### config.mk
export PLATFORM = sky130hd
export DESIGN_NAME = fetch_queue
export DESIGN_NICKNAME = d
export VERILOG_FILES = /design/src/rtl/fetch_queue.sv
export SDC_FILE = /design/constraint.sdc
export NUM_CORES = 1
export LEC_CHECK = 0
export BUFFER_PORTS_ARGS = -buffer_cell sky130_fd_sc_hd__buf_2
export CORE_UTILIZATION = 45
export CTS_BUF_LIST = sky130_fd_sc_hd__clkbuf_4 sky130_fd_sc_hd__clkbuf_8 sky130_fd_sc_hd__clkbuf_16
export CTS_CLUSTER_DIAMETER = 100
export CTS_CLUSTER_SIZE = 10
export DETAILED_ROUTE_END_ITERATION = 12
export GPL_TIMING_DRIVEN = 0
export PLACE_DENSITY = 0.6
export SLEW_MARGIN = 10
export SYNTH_ARGS = -nofsm -noshare
export SYNTH_HDL_FRONTEND = slang
export SYNTH_SLANG_ARGS = --single-unit
### constraint.sdc
create_clock -name clk -period 18.26 [get_ports clk]
set_input_delay 0 -clock clk [delete_from_list [all_inputs] [get_ports clk]]
set_output_delay 0 -clock clk [all_outputs]
set_load 0.05 [all_outputs]
### src/rtl/fetch_queue.sv
`default_nettype none
// ============================================================================
// Module   : fetch_queue
// Brief    : Registered in-order {insn, pc} buffer between fetch and decode,
//            with a single-cycle flush for redirects.
// Revision : 1.0 - initial release
// ============================================================================
module fetch_queue #(
    parameter int DEPTH = 8,
    parameter int PTR_W = $clog2(DEPTH)
) (
    input  logic             clk,
    input  logic             rst,
    input  logic             flush,
    input  logic             enq_valid,
    output logic             enq_ready,
    input  logic [31:0]      enq_insn,
    input  logic [31:0]      enq_pc,
    output logic             deq_valid,
    input  logic             deq_ready,
    output logic [31:0]      deq_insn,
    output logic [31:0]      deq_pc,
    output logic [PTR_W:0]   count
);

    localparam logic [31:0]    C_NOP   = 32'h0000_0013;
    localparam logic [PTR_W:0] C_FULL  = (PTR_W + 1)'(DEPTH);
    localparam logic [PTR_W:0] C_EMPTY = '0;

    logic [63:0]     r_mem [DEPTH];
    logic [PTR_W-1:0] r_rd_ptr;
    logic [PTR_W-1:0] r_wr_ptr;
    logic [PTR_W:0]   r_count;

    logic w_enq_fire;
    logic w_deq_fire;
    logic w_not_empty;

    // Full blocks enqueue even when a dequeue happens the same cycle.
    assign enq_ready   = (r_count != C_FULL) & ~flush;
    assign w_not_empty = (r_count != C_EMPTY);
    assign deq_valid   = w_not_empty;
    assign w_enq_fire  = enq_valid & enq_ready;
    assign w_deq_fire  = w_not_empty & deq_ready;
    assign count       = r_count;

    // Empty queue presents a canonical NOP so decode never sees stale data.
    always_comb begin
        deq_insn = C_NOP;
        deq_pc   = '0;
        if (w_not_empty) begin
            deq_insn = r_mem[r_rd_ptr][63:32];
            deq_pc   = r_mem[r_rd_ptr][31:0];
        end
    end

    always_ff @(posedge clk) begin
        if (!rst && w_enq_fire) begin
            r_mem[r_wr_ptr] <= {enq_insn, enq_pc};
        end
    end

    always_ff @(posedge clk) begin
        if (rst || flush) begin
            r_rd_ptr <= '0;
            r_wr_ptr <= '0;
            r_count  <= '0;
        end else begin
            if (w_enq_fire) begin
                r_wr_ptr <= r_wr_ptr + 1'b1;
            end
            if (w_deq_fire) begin
                r_rd_ptr <= r_rd_ptr + 1'b1;
            end
            case ({w_enq_fire, w_deq_fire})
                2'b10:   r_count <= r_count + 1'b1;
                2'b01:   r_count <= r_count - 1'b1;
                default: r_count <= r_count;
            endcase
        end
    end

endmodule
`default_nettype wire

## After elaboration in Yosys (flattened, before gate mapping)

Memories as Yosys holds them, arrays and structs flattened. A register that Yosys moved wholly into a read port is not among the register bits.
Cells that the tools add are included.

| storage, ports and cells | value |
|---|---|
| output and inout bits | 70 |
| RAM bits | 512 |
| input port bits | 69 |
| memories | 1 |
| logic and storage cells | 27 |
| bits in registers | 10 |

Memories:

| name | words | width | read ports | clocked after memory_dff | write ports | RTL line | RTL |
|---|---|---|---|---|---|---|---|
| r_mem | 8 | 64 | 1 | 1 | 1 | 30 | `logic [63:0] r_mem [DEPTH];` |

| operators by class | value |
|---|---|
| muxes and demuxes | 7 |
| reduce and logical (&&, ||, !) cells | 5 |
| equal/unequal tests | 3 |
| bitwise gates (word level) | 4 |
| add/subtract/negate cells | 4 |

Operators by type and width:

| kind | number |
|---|---|
| 32-bit 2-to-1 mux | 2 |
| 4-bit one-hot mux with 2 select lines | 1 |
| 3-bit by 1-bit adder with 3-bit output (second input constant) | 2 |
| 3-bit 2-to-1 mux | 2 |
| 4-bit by 1-bit adder with 4-bit output (second input constant) | 1 |
| 4-bit inequality test (second input constant) | 1 |
| 4-bit nonzero test | 1 |
| 4-bit by 1-bit subtractor with 4-bit output (second input constant) | 1 |
| 1-bit bitwise AND | 3 |
| 2-bit by 1-bit equality test with 1-bit output (second input constant) | 1 |
| 2-bit equality test (second input constant) | 1 |
| 1-bit 2-to-1 mux | 2 |
| 2-bit nonzero test | 1 |
| 1-bit logical AND | 1 |
| 1-bit zero test | 1 |
| 1-bit logical OR | 1 |
| 1-bit inverter | 1 |

## Longest topological paths before layout

| logic depth | value |
|---|---|
| depth in word-level cells | 6 |
| mapped depth | 11 |
| mapped depth without buffers | 11 |

## Least setup slack after synthesis

No wires, ideal clock.

| timing path | value |
|---|---|
| kind | register to register |
| from | register r_count[1] (netlist: count[1]) |
| to | memory r_mem[4][0], enable pin |
| path slack | 9653 ps |
| buffers on the path | 0 |
| clock period less this slack | 8607 ps |
| setup time | 667 ps |
| data arrival time | 7940 ps |
| data required time | 17593 ps |
| cell stages (with the launch flop) | 5 |
| cell sequence | dfxtp_1 nor4b_2 nor3b_4 nand2b_1 nor4b_1 |

| between the ends | value |
|---|---|
| word-level cells in the longest chain between the ends | 6 |

Ends and longest elaborated chain:

| what | RTL line | RTL |
|---|---|---|
| start: declaration | 33 | `logic [PTR_W:0] r_count;` |
| start signal: assignment | 76 | `2'b10: r_count <= r_count + 1'b1;` |
| start signal: assignment | 77 | `2'b01: r_count <= r_count - 1'b1;` |
| start signal: assignment | 78 | `default: r_count <= r_count;` |
| 4-bit inequality test | 40 | `assign enq_ready = (r_count != C_FULL) & ~flush;` |
| 1-bit bitwise AND | 40 |  |
| 1-bit bitwise AND | 43 | `assign w_enq_fire = enq_valid & enq_ready;` |
| 1-bit logical AND | 58 | `if (!rst && w_enq_fire) begin` |
| 1-bit 2-to-1 mux | 58 |  |
| 1-bit 2-to-1 mux (implied by the code) | 59 | `r_mem[r_wr_ptr] <= {enq_insn, enq_pc};` |
| end: declaration | 30 |  |

No other way between the ends.

## Worst setup path in the final report

| timing path | value |
|---|---|
| from | register r_count[0] (netlist: count[0]) |
| to | memory r_mem[2][20], enable pin |

The elaborated chain is that of the path after synthesis.

==> metrics.md <==
| Metric | Value |
|---|---|
| Sequential share of the synthesized area | `between 70% and 80%` |
| Rows | `77` |
| Critical path type | `flop to flop` |
| Yosys synthesis warning count | `0` |
| Cts bufs inserted | `slightly below 60` |
| WHS | `roughly 0.087 ns` |
| Maxcap violations | `0` |
| Detailed Place HPWL | `between 20000 and 30000 µm` |
| Total GRT Usage | `about a fifth` |
| Pins Over Slew Limit | `0` |
| Number of global-route vias before repair | `~10000` |
| Die width | `between 200 and 250 µm` |
| Clk_lat worst skew | `~0.59 ns` |
| Worst EP required | `~19 ns` |
| Synth unique cells | `31` |
| Core area | `approximately 44000 µm²` |
| Commonest non-fill, non-tap cell in the layout | `edfxtp_1` |
| Leakage | `8.08 nW` |
| Syn Inst Count | `a little under 900` |
| Fillers | `between 3000 and 4000` |
| RSZ-0062 raised after global routing | `no` |
| Vias per cell | `~5.3` |
| TritonCTS clock tree | `built` |
| Mapped Nets | `between 900 and 1000` |
| Highest clock rate | `roughly 0.30 GHz` |
| Post-Route WL | `between 40000 and 50000 µm` |
| Final Hold Violating Endpoints | `0` |
| Drt drc | `0` |
| Layout cells sized above 1 | `a little under two fifths` |
| Clk buf depth | `3` |
| Total negative slack | `0 ns` |
| Commonest non-fill, non-tap cells in the layout | `edfxtp_1, buf_2, mux4_2` |
| Crit path max fanout | `6` |
| Worst min path class | `input port to flop` |
| Worst-case clock skew | `about 0.012 ns` |
| Antenna-violating nets left | `0` |
| Rel. slew slack | `between 30% and 40%` |
| Clk pin slew, worst setup/hold paths | `~0.060 ns` |
| Final period utilization | `a little under a fifth` |
| Pin count of the biggest net entering global routing | `18` |
| Slew @ Worst Pin | `a little under 1 ns` |
| PD cells | `99.1 nW/µm²` |
| Initial Util | `around 46%` |
| First-pass GRT wire length | `63600 µm` |
| Crit path arrival time | `3.61 ns` |
| Sinks on Clock Net | `approximately 530` |
| Number of I/O port buffers | `~140` |
| Clock Tree Root | `clkbuf_16` |
| DIE HEIGHT | `214 µm` |
| Peak VDD IR | `between 0.00006 and 0.00007 V` |
| Core Util, Final | `a little under three fifths` |
| Via count | `9738` |
| Status | `complete, no violations` |
| H-tree depth | `2` |
| Syn avg cell area | `~23 µm²` |
| Routability congestion estimate | `between 0.7 and 0.8` |
| Post-CTS Setup Inserts | `0` |
| Die footprint | `between 40000 and 50000 µm²` |
| #FFs+latches synth | `about 530` |
| # IOs | `139` |
| DR pass1 iterations | `5` |
| Initial antenna violation count | `3` |
| Startpoint Class | `flop` |
| Area grow syn2layout | `22.2%` |
| Tmin final | `roughly 3.3 ns` |
| Total gr overflow | `0` |
| Endpoints failing setup | `0` |
| Routed WL per cell | `~23 µm` |
| Starting DRT DRC Count | `just over 700` |
| Net count, final | `approximately 1300` |
| Synthesized area | `20100 µm²` |
| CP endpoint kind | `flop` |
[flip-flops by register name (all words and copies together), names as in the netlist, named ones only]
register  cells
r_mem       512
r_wr_ptr      3
count         4
r_rd_ptr      3
[power by group]
| group | switching, mW | internal [mW] | total [mW] | leakage [nW] |
|---|---|---|---|---|
| Clock | 0.420 | 0.588 | 1.01 | 0.782 |
| Sequential | 0.00160 | 1.33 | 1.33 | 4.72 |
| Combinational | 0.0638 | 0.0356 | 0.0994 | 2.58 |
| Total | 0.485 | 1.95 | 2.44 | 8.08 |
[critical path, stage by stage (launching register included)]
cell      delay [ns]
dfxtp_1         0.49
nor4b_2         0.13
nor3b_4         0.28
nand2b_1        0.24
nor4b_2         0.79
buf_6           0.23
buf_4           0.16
buf_4           0.17
buf_4           0.16
buf_4           0.18
buf_4           0.18
[routing by layer]
metal	part of all wire [%]	track usage (%)	wire [µm]
met1	46	28.6	19600
met4	1.6	5.12	701
met5	0.019	0	8
met3	4.4	2.97	1880
met2	48	30.3	20600
[layout make-up]
type / instances / area, µm² / share of cell area [%]
flip-flops and latches: 525 / 15600 / 63.6
multi-input cells: 314 / 4240 / 17.2
repair buffers: 288 / 2090 / 8.51
clock buffers: 70 / 1560 / 6.34
well taps: 592 / 741 / 3.01
plain buffers: 45 / 292 / 1.19
inverters: 6 / 22.5 / 0.0916
clock inverters: 2 / 16.3 / 0.0661
diodes: 2 / 5.00 / 0.0203
[stage by stage]
stage | cell area, µm² | power, mW | setup slack, ns | cells
after floorplan | 20100 | 1.41 | 9.65 | 890
after global placement | 21600 | 1.44 | 2.29 | 1619
after detailed placement | 22300 | 1.44 | 14.92 | 1702
after CTS | 24600 | 2.46 | 14.89 | 1842
after global routing | 24600 | 2.51 | 14.70 | 1844
final | 24600 | 2.44 | 14.94 | 1844
[cells by family (layout without fill, tap and decap cells)]
kind of cell    after synthesis  count (layout)  share of synthesized area [%]
flops                       525             525                           77.7
xor+xnor                      5               5                          0.218
mux                         192             192                           17.5
other cells                   0               2                              0
fa+ha+maj                     6               6                          0.410
compound gates                9               9                          0.249
buf+inv                      51             411                           1.56
simple gates                102             102                           2.40
[Yosys cell counts, drive strengths merged]
cell	count	share of area [%]
nand3b	1	0.037
buf	26	1.1
clkbuf	19	0.35
a211oi	1	0.037
nand2	8	0.15
nand3	4	0.099
mux2i	64	3.2
xor2	4	0.17
inv	6	0.11
a21oi	5	0.12
o31ai	1	0.037
and4b	1	0.050
nand2b	2	0.062
o21ai	2	0.050
fa	1	0.099
or2	1	0.031
ha	5	0.31
nor4	3	0.17
nor4b	5	0.25
edfxtp	512	76
nor3b	1	0.093
and4bb	1	0.062
xnor2	1	0.044
mux4	128	14
dfxtp	13	1.3
nor2	75	1.4
[final timing paths]
check | from | end | slack [ns] | cells past startpoint
worst max-delay path | count[0] | r_mem[2][20] | 14.94 | 10
worst min-delay path | rst | count[3] | 0.09 | 4
worst max register to register | count[0] | r_mem[2][20] | 14.94 | 10
worst min register to register | r_rd_ptr[1] | flop | 0.50 | 2
[what timing repair did]
action	4_1_cts	5_1_grt
hold buffers	68	0
resized for setup	0	0
endpoints found under the hold margin	522	0
No activity file was read; power rests on OpenSTA's default activity.
